[src/rtl/bs_config_loader.sv]
// Framed serial configuration loader.
// A bitstream is shifted through a chainable shadow register while a bit
// counter and a CRC-8 (poly 0x07, MSB first) track the frame. When the shift
// ends, the frame is checked. Only a frame with the right length and a zero CRC
// residue is copied into cfg_active. Readback copies cfg_active back into the
// shadow so that it can be shifted out on bs_out.
//
// Ports:
//   clk        - clock; all state changes on the rising edge
//   reset      - asynchronous, active-high; clears all state
//   config_en  - high = shift one bit per cycle
//   bs_in      - serial data in (data MSB first, then CRC MSB first)
//   bs_out     - oldest shadow bit, for daisy-chaining
//   readback   - one-cycle request to load cfg_active into the shadow (IDLE only)
//   cfg_active - committed configuration; MSB is the first data bit sent
//   cfg_valid  - high once any frame has committed
//   err_len    - last checked frame had the wrong bit count
//   err_crc    - last checked frame had a CRC mismatch
//   busy       - loader is not idle
module bs_config_loader #(
    parameter int unsigned BS_LENGTH = 256,
    parameter bit          CRC_EN    = 1'b1
) (
    input  logic                 clk,
    input  logic                 reset,
    input  logic                 config_en,
    input  logic                 bs_in,
    output logic                 bs_out,
    input  logic                 readback,
    output logic [BS_LENGTH-1:0] cfg_active,
    output logic                 cfg_valid,
    output logic                 err_len,
    output logic                 err_crc,
    output logic                 busy
);

    localparam int unsigned CRC_W = CRC_EN ? 8 : 0;
    localparam int unsigned TOTAL = BS_LENGTH + CRC_W;
    localparam int unsigned CNT_W = $clog2(TOTAL + 2);
    localparam logic [CNT_W-1:0] CNT_FULL = CNT_W'(TOTAL);
    localparam logic [CNT_W-1:0] CNT_SAT  = CNT_W'(TOTAL + 1);
    localparam logic [7:0]       POLY     = 8'h07;

    typedef enum logic [1:0] {
        S_IDLE  = 2'd0,
        S_SHIFT = 2'd1,
        S_CHECK = 2'd2
    } state_t;

    state_t               state_q, state_d;
    logic [TOTAL-1:0]     shadow_q, shadow_d;
    logic [7:0]           crc_q, crc_d;
    logic [CNT_W-1:0]     cnt_q, cnt_d;
    logic [BS_LENGTH-1:0] cfg_active_q, cfg_active_d;
    logic                 cfg_valid_q, cfg_valid_d;
    logic                 err_len_q, err_len_d;
    logic                 err_crc_q, err_crc_d;
    logic                 busy_q, busy_d;

    logic                 len_ok;
    logic                 crc_ok;
    logic [TOTAL-1:0]     rb_image;

    // One MSB-first CRC-8 step for a single incoming bit.
    function automatic logic [7:0] crc_step(input logic [7:0] c, input logic b);
        logic fb;
        fb = c[7] ^ b;
        return {c[6:0], 1'b0} ^ (fb ? POLY : 8'h00);
    endfunction

    // Next-state, datapath and output logic.
    always_comb begin
        state_d      = state_q;
        shadow_d     = shadow_q;
        crc_d        = crc_q;
        cnt_d        = cnt_q;
        cfg_active_d = cfg_active_q;
        cfg_valid_d  = cfg_valid_q;
        err_len_d    = err_len_q;
        err_crc_d    = err_crc_q;

        len_ok = (cnt_q == CNT_FULL);
        crc_ok = !CRC_EN || (crc_q == 8'h00);

        // Readback image: the data field holds cfg_active and the CRC field is zero.
        rb_image = '0;
        rb_image[TOTAL-1 -: BS_LENGTH] = cfg_active_q;

        unique case (state_q)
            S_IDLE: begin
                // config_en has priority, so a readback that arrives with it is dropped.
                if (config_en) begin
                    shadow_d = {shadow_q[TOTAL-2:0], bs_in};
                    crc_d    = crc_step(8'h00, bs_in);
                    cnt_d    = CNT_W'(1);
                    state_d  = S_SHIFT;
                end else if (readback) begin
                    shadow_d = rb_image;
                end
            end
            S_SHIFT: begin
                if (config_en) begin
                    shadow_d = {shadow_q[TOTAL-2:0], bs_in};
                    crc_d    = crc_step(crc_q, bs_in);
                    // Saturate so that an overlong frame can never wrap back to a valid count.
                    if (cnt_q != CNT_SAT) begin
                        cnt_d = cnt_q + CNT_W'(1);
                    end
                end else begin
                    state_d = S_CHECK;
                end
            end
            S_CHECK: begin
                err_len_d = !len_ok;
                err_crc_d = len_ok && !crc_ok;
                if (len_ok && crc_ok) begin
                    cfg_active_d = shadow_q[TOTAL-1 -: BS_LENGTH];
                    cfg_valid_d  = 1'b1;
                end
                state_d = S_IDLE;
            end
            default: begin
                state_d = S_IDLE;
            end
        endcase

        busy_d = (state_d != S_IDLE);
    end

    // State and datapath registers.
    always_ff @(posedge clk or posedge reset) begin
        if (reset) begin
            state_q      <= S_IDLE;
            shadow_q     <= '0;
            crc_q        <= '0;
            cnt_q        <= '0;
            cfg_active_q <= '0;
            cfg_valid_q  <= 1'b0;
            err_len_q    <= 1'b0;
            err_crc_q    <= 1'b0;
            busy_q       <= 1'b0;
        end else begin
            state_q      <= state_d;
            shadow_q     <= shadow_d;
            crc_q        <= crc_d;
            cnt_q        <= cnt_d;
            cfg_active_q <= cfg_active_d;
            cfg_valid_q  <= cfg_valid_d;
            err_len_q    <= err_len_d;
            err_crc_q    <= err_crc_d;
            busy_q       <= busy_d;
        end
    end

    assign bs_out     = shadow_q[TOTAL-1];
    assign cfg_active = cfg_active_q;
    assign cfg_valid  = cfg_valid_q;
    assign err_len    = err_len_q;
    assign err_crc    = err_crc_q;
    assign busy       = busy_q;

endmodule

[config.mk]
export PLATFORM = sky130hd
export DESIGN_NAME = bs_config_loader
export DESIGN_NICKNAME = d
export VERILOG_FILES = /design/src/rtl/bs_config_loader.sv
export SDC_FILE = /design/constraint.sdc
export NUM_CORES = 1
export LEC_CHECK = 0
export CAP_MARGIN = 40
export CORE_ASPECT_RATIO = 0.75
export CORE_MARGIN = 5
export CORE_UTILIZATION = 51
export CTS_CLUSTER_SIZE = 20
export DETAILED_ROUTE_END_ITERATION = 6
export GPL_ROUTABILITY_DRIVEN = 0
export PLACE_DENSITY = 0.77
export SYNTH_ARGS = -nofsm -noshare
export SYNTH_HDL_FRONTEND = slang
export SYNTH_SLANG_ARGS = --single-unit
export TNS_END_PERCENT = 10
[constraint.sdc]
create_clock -name clk -period 18.2 [get_ports clk]
set_clock_uncertainty 0.05 [all_clocks]
set_input_delay 1.82 -clock clk [delete_from_list [all_inputs] [get_ports clk]]
set_output_delay 1.82 -clock clk [all_outputs]
set_load 0.01 [all_outputs]
==> impl_metrics.toml, run 1 <==
[run_status]
status = "completed"

[timing]
rsz0062_at_grt = "no"
finalSetupViolations = 0
setup_ws_ns = 13.53
hold_viol_final = 0
fmax_ghz = 0.214
final.setup.tns_ns = 0
fin_crit_sh_pct = 25.7
slew_violations = 0
worst_pin_slew_ns = 0.970
max_slew_margin_pct = 35.3
layout_min_cycle_time_ns = 4.67

[logic_synthesis]
synth_cell_types = 37
synth_commonest_cells = "543 x dfrtp_1, 298 x nand2_1, 277 x o21ai_0, 257 x mux2i_1, 229 x mux2_1"
synth_area_per_cell_um2 = 12.5
synth_edf_count = 0
ys_dominant_reg_cell = "dfrtp_1"
yosysTopAreaCell = "dfrtp_1"
yosysWarnings = 0
synthTopCellsByArea = "dfrtp_1 60%, mux2_1 11%, mux2i_1 11%"
synthDominantCellAreaShare_pct = 60.0
synth_fp_nets = 1815
synth_area_um2 = 22700
ys_seq_area_share_pct = 60.0
ys_seq_elements = 543
synth_most_common_cell = "dfrtp_1"
async_flop_share_pct = 100
syn_inst = 1807

[clock_network]
cts_root_buf = "clkbuf_16"
numCtsBuffers = 52
clock_sink_count = 543
insertion_delay_ns = 0.57
clkTransAtPathRegs_ns = 0.06
holdBufCountCts = 0
htreeDepth = 2
postCtsResizedCells = 0
post-cts-setup-buffer-count = 0
cts.path.max_buffers = 3
tritoncts = "done"

[global_route]
track_usage_pct = 19.8
antenna_found_initial = 0
grt.overflow.total = 0
grt_first_pass_wirelength_um = 79700
grt_max_degree = 138
grt_pass1_vias = 14800

[power]
p_total_uw = 2490
p_sw_uw = 546
ir_drop_mv = 0.110
p_seq_share_pct = 48.9
swShare_pct = 21.9
intPower_uw = 1940
power_density_nw_per_um2 = 90.0
p_clk_share_pct = 46.2
p_leak_uw = 0.0130
pwr-share-comb_pct = 4.8

[drt]
first_iter_violations = 871
drtAntennaViolNets = 0
drcViolationCount = 0
avgViaCountPerCell = 5.36
finalWirelength_um = 48100
detailroute.via_count = 14200
firstDrtPassIters = 5
routedWlPerCell_um = 18.1

[critical_path]
critPathMaxFanout = 109
r2r-end = "shadow_q[107]"
crit_path_start_kind = "input port"
r2r_cells = 7
cp.required_ns = 18.58
cp_slowest_cell = "buf_4"
r2r_setup_slack_ns = 14.70
crit_arrival_ns = 5.06
slowest_delay_ns = 0.69
crit_type = "in2reg"
crit_chain = "clkdlybuf4s50_1, o21bai_4, buf_16, buf_4, buf_4, buf_16, o21ai_0"
end_kind = "flip-flop"
r2r-start = "state_q[0]"

[floorplanning]
die_w_um = 253
dieArea_um2 = 48800
die_y_um = 193
io_pins = 266
row_count = 66
design.core.area_um2 = 43600
initial_core_util_pct = 52.0

[hold_path]
hold_class = "reg2reg"
hold-path-endpoint = "cfg_valid"
min_path_cells = 1
min_from = "cfg_valid"

[layout]
stdcell_count = 2655
antenna_cells = 0
drive_gt1_share_pct = 7.13
fin_nets = 2045
syn2layout_area_growth_pct = 22.1
final_core_util_pct = 63.5

[place]
preCtsSetupSlack_ns = 12.96
hpwl_um = 31300
io_buffers = 265
place_inst = 2561

[flow_run]
max_cap_violations = 0
power groups by stage:
stage	Combinational, uW	Clock, uW	Sequential [uW]
final	120	1150	1220
after global routing	134	1230	1220
after CTS	122	1180	1220
after detailed placement	122	0	1240
after global placement	110	0	1240
after floorplan	90.7	0	1240
routing by layer:
layer	share of wire [%]	wire length, um	track usage, %
met5	0	0	0
met4	1.5	706	4.59
met3	6.0	2870	5.27
met2	48	22900	31.6
met1	45	21600	27.5
worst max path at each step:
stage               cells after the start       endpoint  slack (ns)       from
floorplan                               1           busy        1.15      reset
global placement                        5   shadow_q[59]       12.57  config_en
detailed placement                      7  shadow_q[121]       12.96  config_en
CTS                                     7  shadow_q[107]       13.60  config_en
global route                            8  shadow_q[113]       13.26  config_en
finish                                  7  shadow_q[107]       13.53  config_en
cell usage in the layout (no fill, tap or decap), types with 2 or more instances in the layout:
master / count
nor2_1: 5
mux2_2: 28
a211o_1: 3
clkbuf_1: 10
clkbuf_8: 12
dfrtp_1: 543
nand3_1: 4
ha_1: 3
clkdlybuf4s50_1: 265
nand2_1: 298
buf_12: 2
xnor2_1: 4
clkinv_2: 9
buf_4: 16
o21a_1: 2
nor3b_1: 4
inv_1: 4
clkbuf_16: 53
and3_1: 5
buf_16: 11
nand2b_1: 3
mux2i_1: 257
nor2b_1: 2
nor4_1: 2
bufinv_16: 8
o21ai_0: 277
nand3b_1: 2
mux2_1: 229
layout make-up:
cell class | count | area, um^2
Tap cell | 578 | 723
Clock buffer | 75 | 1530
Timing Repair Buffer | 294 | 3120
Multi-Input combinational cell | 1141 | 8390
Inverter | 5 | 26.3
Fill cell | 3254 | 15900
Sequential cell | 543 | 13600
Clock inverter | 19 | 302
critical path, delay by kind of cell:
family / cells / cell delay, ns
compound gates: 2 / 0.77
buf+inv: 5 / 2.30
kinds of logic (layout without fill, tap and decap cells):
kind of cell             count (synthesis)  count (layout)  synth area share (%)
flip-flops                             543             543                  60.0
multiplexers                           514             514                  24.1
AND/OR/NAND/NOR                        332             332                  5.97
AO/OA/AOI/OAI                          287             287                  6.47
buffers and inverters                  123             393                  3.11
XOR/XNOR                                 5               5                 0.193
adder cells (fa/ha/maj)                  3               3                 0.166
registers in the layout, summed over array words and instances (netlist names):
name        cells
cnt_q           9
cfg_active    256
busy            1
err_len         1
crc_q           8
cfg_valid       1
err_crc         1
state_q         2
shadow_q      264
per-stage QoR:
step / instance area, um^2 / hold slack [ns]
finish: 27700 / 0.424
global route: 27700 / 0.445
CTS: 27700 / 0.424
detailed placement: 25800 / 0.408
global placement: 25500 / 0.401
floorplan: 22700 / 0.399
(Power assumes the default switching activity.)
==> inputs of run 2 (changes only) <==
==> constraint.sdc (replaced) <==
create_clock -name clk -period 3.76 [get_ports clk]
set_clock_uncertainty 0.05 [all_clocks]
set_input_delay 0.376 -clock clk [delete_from_list [all_inputs] [get_ports clk]]
set_output_delay 0.376 -clock clk [all_outputs]
set_load 0.01 [all_outputs]
==> impl_metrics.toml, run 2 (synthesis results as in run 1) <==
[global_route]
grt_first_pass_wirelength_um = 80400
grt_pass1_vias = 14800
antenna_found_initial = 0
grt_max_degree = 190
grt.overflow.total = 0
track_usage_pct = 19.8

[critical_path]
r2r-start = "cnt_q[2]"
cp-startpoint = "cnt_q[2]"
cp_slowest_cell = "dfrtp_1"
critPathMaxFanout = 82
crit_chain = "nor3b_1, nand3_1, nor3_4, buf_4, buf_12, mux2_1"
crit_type = "reg2reg"
crit_path_start_kind = "flip-flop"
crit_arrival_ns = 2.97
end_kind = "flip-flop"
r2r_setup_slack_ns = 1.17
slowest_delay_ns = 0.44
cp.required_ns = 4.14

[layout]
fill_cells = 3294
final_cell_mix = "543 x dfrtp_1, 298 x nand2_1, 277 x o21ai_0"
final_core_util_pct = 63.0
regMostFlops = "shadow_q"
largest_reg_flops = 264
fin_nets = 2045
final_common_cell = "dfrtp_1"
drive_gt1_share_pct = 7.03
syn2layout_area_growth_pct = 21.2
antenna_cells = 0
seq_area_um2 = 13600
multi_input_area_um2 = 8390

[flow_run]
max_cap_violations = 0

[clock_network]
postCtsResizedCells = 0
post-cts-setup-buffer-count = 0
htreeDepth = 2
tritoncts = "done"
cts.path.max_buffers = 3
clkTransAtPathRegs_ns = 0.07
numCtsBuffers = 52
cts_root_buf = "clkbuf_16"
insertion_delay_ns = 0.57
holdBufCountCts = 0
clock_sink_count = 543

[floorplanning]
row_count = 66
design.core.area_um2 = 43600
initial_core_util_pct = 52.0
die_w_um = 253
dieArea_um2 = 48800
die_y_um = 193
io_pins = 266

[power]
ir_drop_mv = 0.368
p_total_uw = 11700
p_leak_uw = 0.0129
power_density_nw_per_um2 = 424

[drt]
finalWirelength_um = 48500
first_iter_violations = 874
drtAntennaViolNets = 0
firstDrtPassIters = 4
routedWlPerCell_um = 18.3
drcViolationCount = 0
avgViaCountPerCell = 5.38
detailroute.via_count = 14300

[place]
hpwl_um = 31100
io_buffers = 265

[timing]
finalSetupViolations = 0
whs_ns = 0.116
final.setup.tns_ns = 0
fmax_ghz = 0.386
layout_min_cycle_time_ns = 2.59
fin_crit_sh_pct = 68.8
max_slew_margin_pct = 41.5
hold_viol_final = 0
slew_violations = 0
worst_pin_slew_ns = 0.878
rsz0062_at_grt = "no"

[hold_path]
hold_class = "in2async"

[run_status]
status = "completed"
-- run 2: cell count changes in the layout (fill, tap and decap cells not counted), moves of 3 or more --
| cell | change |
|---|---|
| buf_12 | +12 |
| buf_16 | -11 |
| bufinv_16 | -6 |
| clkinvlp_4 | +3 |
-- run 2: through the flow --
stage | worst slack [ns] | area (um^2) | std cells
2_1_floorplan | -4.05 | 22700 | 1807
4_1_cts | 1.19 | 27500 | 2654
6_report | 1.17 | 27500 | 2654
3_3_place_gp | 1.28 | 25800 | 2561
3_5_place_dp | 1.19 | 25800 | 2561
5_1_grt | 0.958 | 27500 | 2654
-- run 2: worst paths after layout --
kind                                         to  depth (start not counted)
worst max-delay path             cfg_active[53]                          6
worst min-delay path               shadow_q[42]                          2
worst max register to register   cfg_active[53]                          6
worst min register to register        cfg_valid                          1
max in group asynchronous       cfg_active[169]                          4
min in group clk                      cfg_valid                          1
-- run 2: layer usage --
metal	global-route usage, %	up-vias	routed length [um]
met5	0	-	0
met3	5.43	67	3040
met1	26.8	7197	21200
li1	-	6751	-
met4	4.21	0	1010
met2	32.6	265	23300
-- run 2: power breakdown --
| group | switching, uW | leakage, uW | internal [uW] |
|---|---|---|---|
| combinational | 410 | 0.00452 | 162 |
| sequential | 29.3 | 0.00756 | 5870 |
| clock | 2200 | 0.000836 | 2980 |
-- run 2: area by class of cell --
type	instances	share of cell area, %
timing repair buffer	294	11.1
multi-input combinational	1141	30.5
clock inverter	17	0.574
inverter	5	0.0820
sequential	543	49.5
clock buffer	76	5.62
tap	578	2.63
-- run 2: critical path, delay by kind of cell, from the launching register on --
kind / cells / cell delay, ns
AND/OR/NAND/NOR: 3 / 0.84
buffers and inverters: 2 / 0.59
flip-flops: 1 / 0.44
multiplexers: 1 / 0.38
==> inputs of run 3 (changes only) <==
--- a/config.mk
+++ b/config.mk
@@ -12,7 +12,7 @@
 export CTS_CLUSTER_SIZE = 20
 export DETAILED_ROUTE_END_ITERATION = 6
 export GPL_ROUTABILITY_DRIVEN = 0
-export PLACE_DENSITY = 0.77
+export PLACE_DENSITY = 0.74
 export SYNTH_ARGS = -nofsm -noshare
 export SYNTH_HDL_FRONTEND = slang
 export SYNTH_SLANG_ARGS = --single-unit
==> constraint.sdc (replaced) <==
create_clock -name clk -period 2.58 [get_ports clk]
set_clock_uncertainty 0.05 [all_clocks]
set_input_delay 0.258 -clock clk [delete_from_list [all_inputs] [get_ports clk]]
set_output_delay 0.258 -clock clk [all_outputs]
set_load 0.01 [all_outputs]
==> impl_metrics.toml, run 3 (synthesis results as in run 1) <==
[critical_path]
crit_family = "simple AND/OR/NAND/NOR gates"
crit_type = "reg2reg"
cp.required_ns = 2.97
r2r-end = "cfg_active[18]"
r2r-start = "cnt_q[5]"
cp-startpoint = "cnt_q[5]"
cp_common_cell = "buf_12"
crit_path_start_kind = "flip-flop"
path_buf_inv = 2
end_kind = "flip-flop"
r2r_cells = 6
crit_chain = "nor4b_4, nand3_1, nor3_4, buf_12, buf_12, mux2_1"
cp_slowest_cell = "dfrtp_1"
critPathMaxFanout = 33
slowest_delay_ns = 0.45
crit_arrival_ns = 2.81
r2r_setup_slack_ns = 0.17

[flow_run]
max_cap_violations = 0

[layout]
final_cell_mix = "543 x dfrtp_1, 298 x nand2_1, 277 x o21ai_0"
drive_gt1_share_pct = 8.49
largest_reg_flops = 264
fin_nets = 2078
final_common_cell = "dfrtp_1"
regMostFlops = "shadow_q"
stdcell_count = 2687
multi_input_area_um2 = 8390
fill_cells = 3223
final_core_util_pct = 64.4
syn2layout_area_growth_pct = 24.0
antenna_cells = 0
seq_area_um2 = 13600

[clock_network]
insertion_delay_ns = 0.58
post-cts-setup-buffer-count = 0
cts_root_buf = "clkbuf_16"
holdBufCountCts = 0
htreeDepth = 2
cts.path.max_buffers = 3
clock_sink_count = 543
clkTransAtPathRegs_ns = 0.06
tritoncts = "done"
numCtsBuffers = 51

[place]
hpwl_um = 33900
place_inst = 2595
io_buffers = 265

[floorplanning]
io_pins = 266
design.core.area_um2 = 43600
dieArea_um2 = 48800
row_count = 66
die_w_um = 253
die_y_um = 193
initial_core_util_pct = 52.0

[global_route]
grt-busiest-layer = "met2"
grt.overflow.total = 0
track_usage_pct = 20.6
grtUsageMet2_pct = 32.7
gr-usage-met1_pct = 30.6
grt_max_degree = 93
grt_first_pass_wirelength_um = 82700
use_met3_pct = 3.44
grt_pass1_vias = 15100
antenna_found_initial = 0

[timing]
worst_pin_slew_ns = 0.782
layout_min_cycle_time_ns = 2.41
whs_ns = 0.0349
max_slew_margin_pct = 47.3
fin_crit_sh_pct = 93.6
finalSetupViolations = 0
hold_viol_final = 0
rsz0062_at_grt = "no"
slew_violations = 0
fmax_ghz = 0.414

[power]
power_density_nw_per_um2 = 631
ir_drop_mv = 0.601
p_leak_uw = 0.0132
intPower_uw = 13900
p_clk_share_pct = 46.2
p_sw_uw = 3860
swShare_pct = 21.8
p_seq_share_pct = 48.5
pwr-share-comb_pct = 5.2

[drt]
drtAntennaViolNets = 0
avgViaCountPerCell = 5.40
routedWlPerCell_um = 18.8
firstDrtPassIters = 5
first_iter_violations = 830
finalWirelength_um = 50600
detailroute.via_count = 14500
drcViolationCount = 0

[hold_path]
hold_class = "in2async"

[run_status]
status = "completed"
-- run 3: layout make-up --
class,count,area share [%]
timing repair buffer,328,12.6
tap,578,2.57
multi-input combinational,1141,29.9
clock inverter,20,1.38
clock buffer,72,5.14
sequential,543,48.4
inverter,5,0.0802
-- run 3: worst max-delay path by stage --
stage,to,slack [ns],cells after the start
floorplan,busy,-5.11,1
global placement,cfg_active[210],0.24,6
detailed placement,cfg_active[23],0.17,6
CTS,cfg_active[18],0.14,6
global route,cfg_active[85],0.03,6
finish,cfg_active[18],0.17,6
-- run 3: through the flow --
step | power (uW) | TNS [ns] | setup WS [ns] | cell area [um^2]
after floorplan | 9390 | -2776.87 | -5.11 | 22700
after global placement | 9670 | 0 | 0.241 | 26300
after detailed placement | 9690 | 0 | 0.167 | 26300
after CTS | 17900 | 0 | 0.145 | 28100
after global routing | 18300 | 0 | 0.0259 | 28100
final | 17700 | 0 | 0.166 | 28100
-- run 3: what timing repair did --
item                                    CTS  global route
hold endpoints to repair                  0             0
endpoints found under the setup margin    0            27
resized for setup                         0             1
-- run 3: per-layer routing --
layer | vias up | part of all wire, %
met4 | 0 | 1.4
met5 | - | 0
met1 | 7373 | 48
met2 | 278 | 46
li1 | 6811 | -
met3 | 55 | 4.6
-- run 3: worst reg2reg max path, cell delays in order, from the launching register on --
cell and delay [ns]:
dfrtp_1 0.45, nor4b_4 0.36, nand3_1 0.21, nor3_4 0.30
buf_12 0.28, buf_12 0.26, mux2_1 0.39
-- run 3: power by group through the flow --
stage / clock [uW] / sequential (uW) / combinational, uW
2_1_floorplan: 0 / 8750 / 641
5_1_grt: 8700 / 8600 / 1030
6_report: 8190 / 8600 / 929
3_5_place_dp: 0 / 8750 / 942
4_1_cts: 8360 / 8590 / 944
3_3_place_gp: 0 / 8750 / 923
